### src/rtl/mul_div_unit.sv
// Iterative 16-bit unsigned multiply/divide unit.
// It takes 16 iterations per op and ends with a one-cycle register-file write strobe.
module mul_div_unit (
  input  logic        CLK,
  input  logic        RST,
  input  logic        start,
  input  logic [1:0]  op,
  input  logic [15:0] opA,
  input  logic [15:0] opB,
  input  logic [2:0]  destIn,
  output logic        busy,
  output logic        done,
  output logic [2:0]  writeReg,
  output logic [15:0] writeValue,
  output logic        RegWrite
);

  localparam int ITERS = 16;

  typedef enum logic [1:0] {IDLE, RUN, DONE} state_t;
  typedef enum logic [1:0] {OP_MUL, OP_MULH, OP_DIV, OP_REM} op_t;

  typedef struct packed {
    op_t         op;
    logic [15:0] a;
    logic [15:0] b;
    logic [2:0]  dest;
  } req_t;

  state_t      state;
  req_t        req;
  logic [4:0]  cnt;
  logic [31:0] acc;   // {product high, multiplier being shifted out}
  logic [16:0] rem;
  logic [15:0] quo;   // starts as dividend; quotient bits shift in at the bottom

  logic [16:0] mul_sum;
  logic [31:0] acc_nxt;
  logic [16:0] rem_sh;
  logic [17:0] trial;
  logic [16:0] rem_nxt;
  logic [15:0] quo_nxt;
  logic [15:0] result;

  // One shift-add step. The 17-bit sum keeps the carry that the right shift brings down.
  always_comb begin
    mul_sum = {1'b0, acc[31:16]} + (acc[0] ? {1'b0, req.a} : 17'd0);
    acc_nxt = {mul_sum, acc[15:1]};
  end

  // One restoring-division step. A zero divisor never borrows, so the quotient
  // fills with ones and the dividend shifts whole into the remainder.
  always_comb begin
    rem_sh = {rem[15:0], quo[15]};
    trial  = {1'b0, rem_sh} - {2'b00, req.b};
    if (!trial[17]) begin
      rem_nxt = trial[16:0];
      quo_nxt = {quo[14:0], 1'b1};
    end else begin
      rem_nxt = rem_sh;
      quo_nxt = {quo[14:0], 1'b0};
    end
  end

  // The selection uses the next-state values, because the last iteration and the
  // write-back share one edge.
  always_comb begin
    result = '0;
    case (req.op)
      OP_MUL:  result = acc_nxt[15:0];
      OP_MULH: result = acc_nxt[31:16];
      OP_DIV:  result = quo_nxt;
      OP_REM:  result = rem_nxt[15:0];
      default: result = '0;
    endcase
  end

  always_ff @(posedge CLK or posedge RST) begin
    if (RST) begin
      state      <= IDLE;
      req        <= '0;
      cnt        <= '0;
      acc        <= '0;
      rem        <= '0;
      quo        <= '0;
      busy       <= 1'b0;
      done       <= 1'b0;
      RegWrite   <= 1'b0;
      writeReg   <= '0;
      writeValue <= '0;
    end else begin
      case (state)
        IDLE: begin
          if (start) begin
            req   <= '{op: op_t'(op), a: opA, b: opB, dest: destIn};
            acc   <= {16'h0000, opB};
            rem   <= '0;
            quo   <= opA;
            cnt   <= '0;
            busy  <= 1'b1;
            state <= RUN;
          end
        end
        RUN: begin
          acc <= acc_nxt;
          rem <= rem_nxt;
          quo <= quo_nxt;
          cnt <= cnt + 5'd1;
          if (cnt == 5'(ITERS - 1)) begin
            writeValue <= result;
            writeReg   <= req.dest;
            done       <= 1'b1;
            RegWrite   <= 1'b1;
            state      <= DONE;
          end
        end
        DONE: begin
          done     <= 1'b0;
          RegWrite <= 1'b0;
          busy     <= 1'b0;
          state    <= IDLE;
        end
        default: state <= IDLE;
      endcase
    end
  end

endmodule
### config.mk
export PLATFORM = sky130hd
export DESIGN_NAME = mul_div_unit
export DESIGN_NICKNAME = d
export VERILOG_FILES = /design/src/rtl/mul_div_unit.sv
export SDC_FILE = /design/constraint.sdc
export NUM_CORES = 1
export LEC_CHECK = 0
export CAP_MARGIN = 15
export CORE_AREA = 2 2 140 101
export DETAILED_ROUTE_END_ITERATION = 7
export DIE_AREA = 0 0 142 103
export PLACE_DENSITY_LB_ADDON = 0.15
export SLEW_MARGIN = 20
export SYNTH_ARGS = -nofsm -noshare
export SYNTH_HDL_FRONTEND = slang
export SYNTH_SLANG_ARGS = --single-unit
### constraint.sdc
create_clock -name CLK -period 5.35 [get_ports CLK]
set_input_delay 1.3375 -clock CLK [delete_from_list [all_inputs] [get_ports CLK]]
set_output_delay 1.3375 -clock CLK [all_outputs]
set_load 0.01 [all_outputs]
* Word level (Yosys, flattened, before mapping) *
Cells that the tools add are included.

word-level totals
  output and inout port bits = 22
  register bits after elaboration = 129
  word-level logic and storage cells = 54

cells by class
  equality and inequality tests = 8
  add/sub/neg operators = 3
  multiplexer cells = 19
  reduce and logical (&&, ||, !) cells = 11

operators by type and width
  cell                                                              count
  16-bit 2-to-1 mux                                                 4
  16-bit one-hot mux with 2 select lines                            2
  16-bit one-hot mux with 4 select lines                            1
  32-bit one-hot mux with 2 select lines                            1
  32-bit 2-to-1 mux                                                 1
  17-bit by 16-bit subtractor with 18-bit output                    1
  16-bit by 16-bit adder with 17-bit output                         1
  2-bit AND reduction                                               6
  5-bit one-hot mux with 2 select lines                             1
  2-bit == test (second input constant)                             3
  2-bit nonzero test                                                3
  5-bit by 1-bit adder with 5-bit output (second input constant)    1
  5-bit by 4-bit == test with 1-bit output (second input constant)  1
  5-bit 2-to-1 mux                                                  1
  2-bit by 1-bit == test with 1-bit output (second input constant)  2
  2-bit zero test                                                   2
  2-bit 2-to-1 mux                                                  2
  2-bit != test (second input constant)                             2
  1-bit one-hot mux with 2 select lines                             2
  2-bit one-hot mux with 2 select lines                             1
  1-bit 2-to-1 mux                                                  3

* Logic depth before layout (Yosys ltp) *
  depth after elaboration = 3
  depth in mapped cells = 13

* Worst setup path before layout *
OpenSTA, ideal clock, no wires.

  kind = register to register
  start = register quo[15]
  end = register writeValue[12]
  arrival = 2.624 ns
  buffers on the path = 0
  library setup time = 0.064 ns
  cell stages (with the launch flop) = 13
  slack = 2.662 ns
  period minus slack after synthesis = 2.688 ns
  path through = dfrtp_1 inv_1 ha_1 inv_1 fa_1 a211oi_1 o21a_1 o31ai_1 o41ai_1 xnor2_1 mux2i_1 a221oi_1 a21o_1

on the way
  cells in the longest elaborated chain, start to end = 3

RTL lines
  item                                            line  RTL
  start: declaration                              35    logic [15:0] quo;
  start signal: assignment                        98    quo <= opA;
  start signal: assignment                        107   quo <= quo_nxt;
  17-bit by 16-bit subtractor with 18-bit output  55    trial = {1'b0, rem_sh} - {2'b00, req.b};
  16-bit 2-to-1 mux                               56    if (!trial[17]) begin
  16-bit one-hot mux with 4 select lines          69    case (req.op)
  end signal: assignment                          110   writeValue <= result;
  end: declaration                                14    output logic [15:0] writeValue,

No other way between the ends.
A chain may end at the register's enable or synchronous reset.

* Worst setup path in the final report *
  start = register rem[1]
  end = register writeValue[3]

on the way
  cells in the longest elaborated chain, start to end = 3

RTL lines
  item                                            line  RTL
  start: declaration                              34    logic [16:0] rem;
  start signal: assignment                        106   rem <= rem_nxt;
  17-bit by 16-bit subtractor with 18-bit output  55
  16-bit 2-to-1 mux                               56
  16-bit one-hot mux with 4 select lines          69

No other way between the ends.

==> results.md <==
* Post-cts sizing count at 0
* Top post-synthesis cells by area: dfrtp_1 (45%), nand2_1 (9.2%), ha_1 (5.9%), o21ai_0 (5.4%), nand3_1 (3.9%)
* Yosys warnings at 0
* Post-CTS Setup Inserts at 0
* Post-layout util at 0.6370
* Final Instance Area at around 8600 sq um
* Largest family of logic cells by synthesized area: simple AND/OR/NAND/NOR gates
* Area Overhead vs Synth at 19.63%
* Most common cell in the netlist: nand2_1
* DR vias at between 6000 and 7000
* Max VDD drop at between 0.0003 and 0.0004 V
* Min Hold Slack at 0.4747 ns
* Initial Utilization at 0.5325
* DIE AREA at roughly 15000 sq um
* Chip Height at between 100 and 150 um
* Worst EP arrival at between 3 and 4 ns
* Distinct cells, synth at 63
* Max-cap viol count at 0
* Avg Inst Size Synth at approximately 9.0 sq um
* Clk root buf: clkbuf_16
* Reg power frac at 0.276
* Max frequency at 0.2998 GHz
* H-tree level count at 4
* Share of cells above drive strength 1 at 0.07110
* HP Start: req[28]
* Clk_lat worst skew at roughly 0.42 ns
* Routed Antenna Nets at 0
* GR Overflow Total at 0
* Commonest cells in the netlist: nand2_1 (176), dfrtp_1 (129), o21ai_0 (78), nand3_1 (56), inv_1 (38)
* CP Launch Point: rem[1]
* Setup crit start kind: flop
* Placement-stage cell area at approximately 7900 sq um
* Area share of fa/ha/maj cells after synthesis at 0.06490
* Syn_nets at 875
* Power share of the clock group at 0.199
* Num rows at 36
* WL final at ~19000 um
* Setup ws final at roughly 2.0 ns
* Final #Nets at approximately 920
* Status: complete, no violations
* CTS Sinks at ~130
* Placement Setup Slack at approximately 2.1 ns
* Sw Ratio at 0.4266
* Clock Tree Buf Depth at 2
* Critical-path cell list: ha_1 -> o21a_1 -> o31a_4 -> o21bai_4 -> o211ai_4 -> a21o_1 -> mux2i_1 -> mux4_2 -> o21ai_0
* Final setup vio count at 0
* Worst-Margin Slew at ~1.1 ns
* Wire length per cell at between 15 and 20 um
* CTS clk-pin slew, worst paths at ~0.06 ns
* Final HPWL DP at roughly 13000 um
* Power Internal at ~3.9 mW
* Net Sw Power at 2.899 mW
* CTS tree: yes
* Register area share after synthesis at 0.4501
* Filler cells at around 1100
* # IOs at 62
* CP peak stage delay at between 0.8 and 0.9 ns
* Initial antenna violation count at 1
* Hold_buf cts at 0
* Mapped Cells at around 800
* Leak pwr at ~4.0 nW
* IO buf count at 61
* Vias in the first global route at 6039
* Gr usage total at 0.2772
* Async SR Flop Fraction at 1.000
* Area leader, netlist: dfrtp_1
* Synth top area share at 0.4501
* Slew Limit Fails at 0
* Core area at 13470 sq um
* Gpl congestion at 0.8926
* Largest net degree at the start of global routing at between 80 and 90
* Crit path max fanout at 22
* Slowest-stage cell, CP: a21o_1
* HP Class: flop to flop
* Cell Pwr Density at 792.1 nW/um^2
* Compound-Gate Fraction of Synth Area at 0.1663
* Reg-to-reg startpoint: rem[1]
* Critical path required time at ~5.7 ns
* Syn Std Cell Area at 7172 sq um
* Crit share post-route at 0.6234
* Mux contribution to synthesized area at 0.04710
* Post-synthesis xor/xnor area fraction at 0.02442
* Final hold vios at 0
* Vias per inst at 5.901
* Detailed Route Iter0 Violations at 420
* Relative slew margins at 0.2539
* Simple-gate share of the synthesized area at 0.2015
* TritonRoute pass-1 iters at 6
* Top FF cell, synth: dfrtp_1
* Total CTS buffers at 17
* Die W at roughly 140 um
* First-pass GRT wire length at roughly 31000 um
* Min Tclk post-route at roughly 3.3 ns
* DRC at 0
* Setup Skew at 0.009881 ns
* Comb power frac at 0.525
* Setup TNS at 0 ns
* CP Class: flop to flop
* Setup crit end kind: flop
* Post-synth EDFFs at 0
* Unrepaired setup endpoints after global routing: no
* Flops & latches, synth at 129
worst max-delay path, delay by kind of cell (launching register included):
kind / cells / cell delay [ns]
adder cells (fa/ha/maj): 1 / 0.38
AO/OA/AOI/OAI: 6 / 1.72
flip-flops: 1 / 0.40
multiplexers: 2 / 0.74
cells by family (layout without fill, tap and decap cells):
logic type	Yosys count	after routing
flip-flops	129	129
other	0	1
AO/OA/AOI/OAI	183	183
XOR/XNOR	20	20
adder cells (fa/ha/maj)	36	36
buffers and inverters	79	138
AND/OR/NAND/NOR	324	324
multiplexers	28	28
flip-flops by register name, indices dropped and copies added, names as in the netlist:
register    count
busy            1
state           2
cnt             5
req            37
RegWrite        1
quo            16
writeReg        3
acc            32
rem            16
writeValue     16
per-layer routing:
metal  vias up  GRT usage  part of all wire
li1       2871          -                 -
met1      2941     0.3684              0.44
met2       226     0.4519              0.46
met3        40    0.05434             0.066
met4         0     0.1154             0.029
met5         -          0                 0
worst paths after layout:
kind                                  to  slack [ns]  cells after the start
setup / recovery           writeValue[3]        2.01                      9
hold / removal                   req[28]        0.47                      2
setup reg to reg           writeValue[3]        2.01                      9
hold reg to reg                  req[28]        0.47                      2
max in group asynchronous        rem[12]        3.18                      3
min in group asynchronous       RegWrite        1.44                      2
stage by stage:
stage / instances / power [mW]
final: 1030 / 6.796
after global routing: 1029 / 7.300
after floorplan: 799 / 4.418
after global placement: 997 / 5.252
after CTS: 1029 / 6.780
after detailed placement: 997 / 5.380
power groups by stage:
stage	Sequential (mW)	Clock, mW	Combinational, mW
floorplan	1.74	0	2.68
global placement	1.85	0	3.40
detailed placement	1.87	0	3.51
CTS	1.86	1.36	3.55
global route	1.93	1.41	3.97
finish	1.87	1.36	3.57
area by class of cell:
| cell class | instances | area [sq um] | area share |
|---|---|---|---|
| Clock buffer | 19 | 452.9 | 0.05279 |
| Clock inverter | 13 | 230.2 | 0.02683 |
| Tap cell | 171 | 214.0 | 0.02494 |
| Timing Repair Buffer | 68 | 675.6 | 0.07875 |
| Multi-Input combinational cell | 591 | 3628 | 0.4229 |
| Inverter | 38 | 147.6 | 0.01721 |
| Antenna cell | 1 | 2.502 | 0.0002917 |
| Sequential cell | 129 | 3228 | 0.3763 |
layout by cell type (no fill, tap or decap), types with 3 or more instances in the layout:
cell / n
mux4_2: 3
and3_1: 3
o31ai_1: 5
dfrtp_1: 129
clkbuf_16: 17
a21o_1: 12
nor2_1: 26
o21ai_0: 78
xnor2_1: 12
o22ai_1: 3
a21oi_1: 26
buf_4: 6
mux2_2: 3
o211ai_1: 8
and2_1: 19
nand4_1: 5
nand2_1: 176
ha_1: 34
inv_6: 3
nor2b_1: 7
nor3_1: 13
bufinv_16: 6
mux2i_1: 21
a31oi_1: 3
o311ai_0: 4
nand3_1: 56
clkdlybuf4s50_1: 61
inv_1: 37
a211oi_1: 9
o21a_1: 7
xor2_1: 8
clkinvlp_4: 3
nand2b_1: 3
or2_2: 3
No activity file was read; power rests on OpenSTA's default activity.
